[src/rtl/stopwatch_pkg.sv]
`default_nettype none
// ============================================================================
// Module   : stopwatch_pkg
// Brief    : Shared types, ASCII constants and digit helpers for the reporter.
// Revision : 1.0 - initial release
// ============================================================================
package stopwatch_pkg;

  typedef enum logic [1:0] {
    IDLE  = 2'd0,
    START = 2'd1,
    DATA  = 2'd2,
    STOP  = 2'd3
  } state_t;

  typedef struct packed {
    logic [5:0] h;
    logic [5:0] m;
    logic [5:0] s;
    logic [6:0] cs;
  } snapshot_t;

  localparam logic [7:0] ASCII_ZERO  = 8'h30;
  localparam logic [7:0] ASCII_COLON = 8'h3A;
  localparam logic [7:0] ASCII_DOT   = 8'h2E;
  localparam logic [7:0] ASCII_CR    = 8'h0D;
  localparam logic [7:0] ASCII_LF    = 8'h0A;
  localparam int         MSG_LEN     = 13;

  function automatic logic [6:0] clamp99(input logic [6:0] v);
    return (v > 7'd99) ? 7'd99 : v;
  endfunction

  function automatic logic [7:0] ascii_tens(input logic [6:0] v);
    logic [6:0] t;
    t = clamp99(v) / 7'd10;
    return ASCII_ZERO + {1'b0, t};
  endfunction

  function automatic logic [7:0] ascii_units(input logic [6:0] v);
    logic [6:0] u;
    u = clamp99(v) % 7'd10;
    return ASCII_ZERO + {1'b0, u};
  endfunction

endpackage
`default_nettype wire

[src/rtl/uart_tx_byte.sv]
`default_nettype none
// ============================================================================
// Module   : uart_tx_byte
// Brief    : 8N1 byte transmitter, LSB first; chains frames without idle gap.
// Revision : 1.0 - initial release
// ============================================================================
module uart_tx_byte
  import stopwatch_pkg::*;
#(
  parameter int CLKS_PER_BIT = 4
) (
  input  logic       clk,
  input  logic       reset,
  input  logic [7:0] data,
  input  logic       valid,
  output logic       tx,
  output logic       ready,
  output logic       byte_end
);

  localparam int            TW       = (CLKS_PER_BIT > 1) ? $clog2(CLKS_PER_BIT) : 1;
  localparam logic [TW-1:0] BIT_LAST = TW'(CLKS_PER_BIT - 1);

  state_t        r_state, w_state_next;
  logic [TW-1:0] r_timer, w_timer_next;
  logic [2:0]    r_bit_idx, w_bit_next;
  logic [7:0]    r_shift, w_shift_next;
  logic          r_tx, w_tx_next;
  logic          w_tick;

  assign w_tick   = (r_state != IDLE) && (r_timer == BIT_LAST);
  assign ready    = (r_state == IDLE);
  assign byte_end = (r_state == STOP) && w_tick;
  assign tx       = r_tx;

  always_ff @(posedge clk or negedge reset) begin
    if (!reset) begin
      r_state   <= IDLE;
      r_timer   <= '0;
      r_bit_idx <= '0;
      r_shift   <= '0;
      r_tx      <= 1'b1;
    end else begin
      r_state   <= w_state_next;
      r_timer   <= w_timer_next;
      r_bit_idx <= w_bit_next;
      r_shift   <= w_shift_next;
      r_tx      <= w_tx_next;
    end
  end

  // The byte is sampled at the end of the start bit, so the feeder has a
  // whole bit period to present it after requesting a frame.
  always_comb begin
    w_state_next = r_state;
    w_shift_next = r_shift;
    w_bit_next   = r_bit_idx;
    w_timer_next = (r_state == IDLE || w_tick) ? '0 : r_timer + TW'(1);
    w_tx_next    = 1'b1;
    case (r_state)
      IDLE: begin
        if (valid) w_state_next = START;
      end
      START: begin
        if (w_tick) begin
          w_state_next = DATA;
          w_shift_next = data;
          w_bit_next   = '0;
        end
      end
      DATA: begin
        if (w_tick) begin
          w_shift_next = {1'b1, r_shift[7:1]};
          w_bit_next   = r_bit_idx + 3'd1;
          if (r_bit_idx == 3'd7) w_state_next = STOP;
        end
      end
      STOP: begin
        if (w_tick) w_state_next = valid ? START : IDLE;
      end
      default: w_state_next = IDLE;
    endcase
    case (w_state_next)
      START:   w_tx_next = 1'b0;
      DATA:    w_tx_next = w_shift_next[0];
      default: w_tx_next = 1'b1;
    endcase
  end

endmodule
`default_nettype wire

[src/rtl/stopwatch_uart_reporter.sv]
`default_nettype none
// ============================================================================
// Module   : stopwatch_uart_reporter
// Brief    : Snapshots the stopwatch time and sends "HH:MM:SS.CC\r\n" on UART.
// Revision : 1.0 - initial release
// ============================================================================
module stopwatch_uart_reporter
  import stopwatch_pkg::*;
#(
  parameter int CLKS_PER_BIT = 4
) (
  input  logic       clk,
  input  logic       reset,
  input  logic       send,
  input  logic [5:0] hours,
  input  logic [5:0] minutes,
  input  logic [5:0] seconds,
  input  logic [6:0] milliseconds,
  output logic       tx,
  output logic       busy,
  output logic       done
);

  localparam logic [3:0] LAST_BYTE = 4'(MSG_LEN - 1);

  snapshot_t  r_snap;
  logic [3:0] r_byte_idx;
  logic       r_busy;
  logic       r_done;
  logic [7:0] w_byte;
  logic       w_ready;
  logic       w_byte_end;
  logic       w_accept;
  logic       w_valid;

  assign w_accept = send && !r_busy && w_ready;
  // While busy, valid only matters at the end of a stop bit: it chains the next frame.
  assign w_valid  = r_busy ? (r_byte_idx != LAST_BYTE) : w_accept;
  assign busy     = r_busy;
  assign done     = r_done;

  always_ff @(posedge clk or negedge reset) begin
    if (!reset) begin
      r_snap     <= '0;
      r_byte_idx <= '0;
      r_busy     <= 1'b0;
      r_done     <= 1'b0;
    end else begin
      r_done <= 1'b0;
      if (w_accept) begin
        r_snap     <= {hours, minutes, seconds, milliseconds};
        r_busy     <= 1'b1;
        r_byte_idx <= '0;
      end else if (r_busy && w_byte_end) begin
        if (r_byte_idx == LAST_BYTE) begin
          r_busy     <= 1'b0;
          r_done     <= 1'b1;
          r_byte_idx <= '0;
        end else begin
          r_byte_idx <= r_byte_idx + 4'd1;
        end
      end
    end
  end

  always_comb begin
    w_byte = ASCII_LF;
    case (r_byte_idx)
      4'd0:    w_byte = ascii_tens({1'b0, r_snap.h});
      4'd1:    w_byte = ascii_units({1'b0, r_snap.h});
      4'd2:    w_byte = ASCII_COLON;
      4'd3:    w_byte = ascii_tens({1'b0, r_snap.m});
      4'd4:    w_byte = ascii_units({1'b0, r_snap.m});
      4'd5:    w_byte = ASCII_COLON;
      4'd6:    w_byte = ascii_tens({1'b0, r_snap.s});
      4'd7:    w_byte = ascii_units({1'b0, r_snap.s});
      4'd8:    w_byte = ASCII_DOT;
      4'd9:    w_byte = ascii_tens(r_snap.cs);
      4'd10:   w_byte = ascii_units(r_snap.cs);
      4'd11:   w_byte = ASCII_CR;
      default: w_byte = ASCII_LF;
    endcase
  end

  uart_tx_byte #(
    .CLKS_PER_BIT(CLKS_PER_BIT)
  ) u_uart_tx_byte (
    .clk      (clk),
    .reset    (reset),
    .data     (w_byte),
    .valid    (w_valid),
    .tx       (tx),
    .ready    (w_ready),
    .byte_end (w_byte_end)
  );

endmodule
`default_nettype wire

[config.mk]
export PLATFORM = sky130hd
export DESIGN_NAME = stopwatch_uart_reporter
export DESIGN_NICKNAME = d
export VERILOG_FILES = /design/src/rtl/stopwatch_pkg.sv /design/src/rtl/uart_tx_byte.sv /design/src/rtl/stopwatch_uart_reporter.sv
export SDC_FILE = /design/constraint.sdc
export NUM_CORES = 1
export LEC_CHECK = 0
export BUFFER_PORTS_ARGS = -buffer_cell sky130_fd_sc_hd__buf_2
export CORE_ASPECT_RATIO = 0.5
export CORE_MARGIN = 3
export CORE_UTILIZATION = 30
export CTS_CLUSTER_DIAMETER = 40
export DETAILED_ROUTE_END_ITERATION = 16
export PLACE_DENSITY = 0.47
export SYNTH_ARGS = -nofsm -noshare
export SYNTH_HDL_FRONTEND = slang
export SYNTH_SLANG_ARGS = --single-unit
[constraint.sdc]
create_clock -name clk -period 4.34 [get_ports clk]
set_input_delay 0.434 -clock clk [delete_from_list [all_inputs] [get_ports clk]]
set_output_delay 0.434 -clock clk [all_outputs]
set_load 0.02 [all_outputs]
-- Yosys cells after proc, flatten, opt, wreduce, memory -nomap -nowiden
Index checks and enable logic that the tools add are counted.
- bits in registers: 47
- input bits: 28
- logic and storage cells: 104
- output and inout port bits: 3
- magnitude comparators: 4
- $add $sub $neg: 11
- multiplexer cells: 30
- div/mod/pow operators: 8
- reductions and logical operators: 16
- equality and inequality tests: 22
- operator list (kind ; count):
    8-bit one-hot mux with 11 select lines ; 1
    6-bit by 7-bit adder with 8-bit output, first input constant ; 8
    7-bit by 4-bit divider with 7-bit output, second input constant ; 4
    7-bit by 4-bit remainder unit with 7-bit output, second input constant ; 4
    7-bit two-way mux ; 4
    6-bit by 7-bit greater-than comparator with 1-bit output, second input constant ; 3
    4-bit == test, second input constant ; 5
    4-bit by 3-bit == test with 1-bit output, second input constant ; 4
    8-bit two-way mux ; 2
    8-bit one-hot mux with 2 select lines ; 1
    2-bit two-way mux ; 6
    4-bit two-way mux ; 3
    2-bit == test, second input constant ; 4
    4-bit by 2-bit == test with 1-bit output, second input constant ; 2
    1-bit two-way mux ; 8
    2-bit one-hot mux with 4 select lines ; 1
    2-bit nonzero test ; 4
    7-bit greater-than comparator, second input constant ; 1
    3-bit two-way mux ; 2
    3-bit one-hot mux with 2 select lines ; 1
    1-bit logical AND ; 5
    4-bit by 1-bit adder with 4-bit output, second input constant ; 1
    2-bit by 1-bit == test with 1-bit output, second input constant ; 2
    4-bit by 1-bit == test with 1-bit output, second input constant ; 1
    other kinds (13) ; 14

-- Depth between registers and ports, before layout
- word-level depth: 9
- depth in mapped cells: 22
- gate-level depth less buffers: 20

-- Hierarchy
A second synthesis with hierarchy kept.
- cell total of the unflattened synthesis: 580
- area total of the unflattened synthesis: 4906.0 µm²
- modules (own cells, without submodules) (module ; sequential area each (µm²) ; times used ; cells each ; area each (µm²)):
    stopwatch_uart_reporter ; 775.7 ; 1 ; 511 ; 4085.2
    uart_tx_byte ; 401.6 ; 1 ; 69 ; 820.8

-- Least setup slack after synthesis
No wires, ideal clock.
- path kind: register to register
- start: register r_snap[5] (netlist bit)
- end: register u_uart_tx_byte.r_shift[5]
- buffers on the path: 1
- data arrival time: 4.448 ns
- clock period less this slack: 4.574 ns
- path slack: -0.234 ns
- stages on the path, launching flop included: 22
- data required time: 4.214 ns
- setup time: 0.126 ns
- cells stage by stage: dfrtp_1 -> buf_2 -> nand2_1 -> and2_1 -> ha_1 -> and4b_1 -> or3_4 -> ha_1 -> nor3b_2 -> a221oi_1 -> o32a_4 -> nor2_2 -> xnor2_1 -> ha_1 -> maj3_1 -> a21o_1 -> a31oi_1 -> a21oi_1 -> ha_1 -> o21ai_0 -> a221oi_1 -> nor2_1
- word-level cells in the longest chain between the ends: 7
- elaborated cells between the ends (all ways): 9
- those cells by class: 2 x add/sub; 2 x div; 1 x order compare; 4 x mux
- RTL lines (item ; RTL line ; source):
    start: declaration ; stopwatch_uart_reporter.sv:26 ; snapshot_t r_snap;
    start signal: assignment ; stopwatch_uart_reporter.sv:51 ; r_snap <= {hours, minutes, seconds, milliseconds};
    7-bit greater-than comparator ; stopwatch_pkg.sv:31 ; return (v > 7'd99) ? 7'd99 : v;
    7-bit two-way mux * ; stopwatch_pkg.sv:31 ;
    7-bit by 4-bit remainder unit with 7-bit output or 7-bit by 4-bit divider with 7-bit output (tied branches) ; stopwatch_pkg.sv:42, stopwatch_pkg.sv:36 ;
    6-bit by 7-bit adder with 8-bit output, on equally long branches ; stopwatch_pkg.sv:43, stopwatch_pkg.sv:37 ;
    8-bit one-hot mux with 11 select lines * ; stopwatch_uart_reporter.sv:68 ; case (r_byte_idx)
    8-bit two-way mux * ; uart_tx_byte.sv:65 ; if (w_tick) begin
    8-bit one-hot mux with 2 select lines * ; uart_tx_byte.sv:60 ; case (r_state)
    end signal: assignment ; uart_tx_byte.sv:47 ; r_shift <= w_shift_next;
    end: declaration ; uart_tx_byte.sv:27 ; logic [7:0] r_shift, w_shift_next;
Every way passes the cells marked *; elsewhere a longest branch is shown, timed or not. The select of a mux whose other input is x is not followed.
A chain may end at the register's enable or synchronous reset.

-- Worst setup path after layout
Ends and elaborated chain as after synthesis.

==> out/metrics.yaml <==
coreArea_um2: 13960
yosysSeqAreaShare: 0.2661
layout.nets: 654
p_sw_frac: 0.5114
worst-setup-path-type: "reg -> reg"
fin_cells: 797
clkSinkCount: 47
combPwrFrac: 0.719
power.internal_uw: 2224
cts_tree: "done"
switchingPower_uw: 2328
pin_count: 31
ant_nets: 0
io_buffers: 30
fin_util: 0.3608
placedCellCount: 786
yosys-top-cells-area: "dfrtp_1, nand2_1, ha_1"
arrival_ns: 4.27
setup_viol: 0
wl_um: 11990
yosys_warnings: 0
total_leakage_power_uw: 0.002139
clock_skew_ns: 0.006718
syn_area_um2: 4424
drc_errors: 0
drt_pre_antenna_iters: 4
worstPathMaxFanout: 4
synth_top_area_cell: "dfrtp_1"
critPathCaptureType: "flop"
cp-start-kind: "flop"
grt_usage: 0.1494
viasPerCell: 5.242
powerDensity_nw_per_um2: 903.6
row_count: 30
first_iter_violations: 239
htreeDepth: 2
vias: 4178
n_fill_cell: 1490
hold_buffers: 0
timing.final.crit_share: 0.9426
start_util: 0.3168
design_area_um2: 5037
dieArea_um2: 16330
setup-tns-final_ns: 0
drive_gt1_frac: 0.1669
max_slew_margin: 0.6088
first_global_vias: 3897
synth_cell_types: 79
syn_nets: 632
cp.required_ns: 4.52
clk_path_buf_depth: 2
synth_edf_count: 0
ys_ff_latch: 47
tightestPinTransition_ns: 0.5720
syn-mean-instance-area_um2: 7.602
clock_latency_ns: 0.29
finalHoldViolations: 0
power.share.clock: 0.085
synth_commonest_cells: "nand2_1, nor2_1, dfrtp_1, o21ai_0, a21oi_1"
power_frac_seq: 0.196
clkTransAtPathRegs_ns: 0.07
finalWeightedCongestion: 0.8354
placed_area_um2: 4825
timing.fmax_mhz: 244.4
grt_max_degree: 37
postSynthCellCount: 582
antenna_found_initial: 0
dpl.hpwl_um: 8832
grt_pass1_wl_um: 20130
synth.most_common_cell: "nand2_1"
async_reset_ff_frac: 1.000
status: "complete, no violations"
die_y_um: 91.87
ir_drop_mv: 0.3036
die_w_um: 177.7
drv_cap: 0
slew_viol_final: 0
finalCriticalPeriod_ns: 4.091
root_buffer: "clkbuf_16"
hold_class: "in -> async"
grt-ovfl-total: 0
total_power_uw: 4552
synth_top_area_frac: 0.2602
antennaDiodeCount: 0
area.growth.synth_to_final_pct: 13.86
cts_buffers: 5
synth_ff_type: "dfrtp_1"
wl_per_cell_um: 15.04
## kinds of logic (layout without fill, tap and decap cells)
kind of cell    after synthesis  in the layout  synth area share
mux                          14             14           0.03366
fa+ha+maj                    25             25           0.06900
simple gates                247            247            0.2760
buf+inv                      60             83           0.05486
compound gates              179            179            0.2806
flops                        47             47            0.2661
xor+xnor                     10             10           0.01980
## critical path, cell delays in order, from the launching register on
cell,delay (ns)
dfrtp_1,0.37
nand2_2,0.06
and2_1,0.15
ha_1,0.20
and4b_1,0.23
or3_4,0.36
ha_4,0.19
nor3b_4,0.18
a221oi_2,0.05
o32a_4,0.33
nor2_4,0.12
xnor2_2,0.10
ha_2,0.19
maj3_2,0.31
a21o_1,0.20
a31oi_4,0.18
a21oi_2,0.07
ha_1,0.26
o21ai_0,0.08
a221oi_1,0.26
nor2_1,0.06
## flip-flops by register name, indices dropped and copies added (netlist names)
register / count
u_uart_tx_byte.r_shift: 8
r_byte_idx: 4
done: 1
u_uart_tx_byte.r_bit_idx: 3
u_uart_tx_byte.r_timer: 2
u_uart_tx_byte.tx: 1
busy: 1
u_uart_tx_byte.r_state: 2
r_snap: 25
## path summary, 6_finish.rpt
check	startpoint	to	slack, ns	depth (start not counted)
min in group clk	minutes[2]	r_snap[15]	0.32	3
max reg2reg	r_snap[5]	u_uart_tx_byte.r_shift[5]	0.25	20
max in group asynchronous	reset	u_uart_tx_byte.tx	3.46	2
min	reset	r_snap[17]	0.07	1
min reg2reg	u_uart_tx_byte.r_timer[0]	u_uart_tx_byte.r_timer[0]	0.44	1
max	r_snap[5]	u_uart_tx_byte.r_shift[5]	0.25	20
## area by class of cell
cell class                      count  area [µm²]  share of cell area
Sequential cell                    47        1179              0.2340
Tap cell                          192       240.2             0.04769
Clock buffer                        7       132.6             0.02633
Inverter                           23       86.33             0.01714
Timing Repair Buffer               52       319.1             0.06334
Multi-Input combinational cell    475        3075              0.6105
Clock inverter                      1       5.005           0.0009935
## cells in the final DEF, fill, tap and decap left out, types with 5 or more instances in the layout
| cell | synthesis | final |
|---|---|---|
| a31oi_1 | 6 | 5 |
| and2_1 | 8 | 8 |
| dfrtp_1 | 46 | 45 |
| nand4_1 | 5 | 5 |
| nor2b_1 | 13 | 13 |
| and3_1 | 6 | 6 |
| mux2i_1 | 7 | 7 |
| xnor2_1 | 8 | 7 |
| a22oi_1 | 5 | 5 |
| nand3_1 | 11 | 11 |
| o2111ai_1 | 5 | 5 |
| nand2_1 | 90 | 89 |
| clkbuf_16 | 0 | 5 |
| mux2_2 | 7 | 7 |
| buf_2 | 5 | 30 |
| o21ai_0 | 46 | 46 |
| a211oi_1 | 6 | 6 |
| buf_4 | 1 | 21 |
| nor2_1 | 58 | 57 |
| nand2b_1 | 13 | 13 |
| a21oi_1 | 40 | 38 |
| ha_1 | 22 | 19 |
| o22ai_1 | 5 | 5 |
| a221oi_1 | 8 | 7 |
| nor3_1 | 15 | 15 |
| inv_1 | 22 | 22 |
## per-stage QoR
stage          hold WS (ns)  setup WS, ns
6_report            0.07336        0.2491
5_1_grt              0.1132     -0.005186
3_5_place_dp         0.4051       0.08938
4_1_cts             0.08673       0.07184
3_3_place_gp         0.4015        0.1509
2_1_floorplan        0.1384       0.03073
## what timing repair did
| item | CTS | global route |
|---|---|---|
| setup endpoints to repair | 0 | 1 |
| gates resized for setup | 0 | 11 |
| buffers inserted | 0 | 3 |
| endpoints found under the hold margin | 0 | 0 |
## power groups by stage
stage	clock network (µW)	logic, µW	registers [µW]
after floorplan	0	2510	754
after global placement	0	3080	898
after detailed placement	0	3100	895
after CTS	400	3120	888
after global routing	413	3670	933
final	388	3270	892
## layer usage
layer / wire (µm) / vias up / global-route usage / part of all wire
met2: 4928 / 38 / 0.2125 / 0.41
met1: 6763 / 1990 / 0.2385 / 0.56
met5: 0 / - / 0 / 0
li1: - / 2145 / - / -
met3: 240 / 5 / 0.02109 / 0.020
met4: 55 / 0 / 0.02154 / 0.0046
Note: power is estimated with default switching activity, not from simulation.
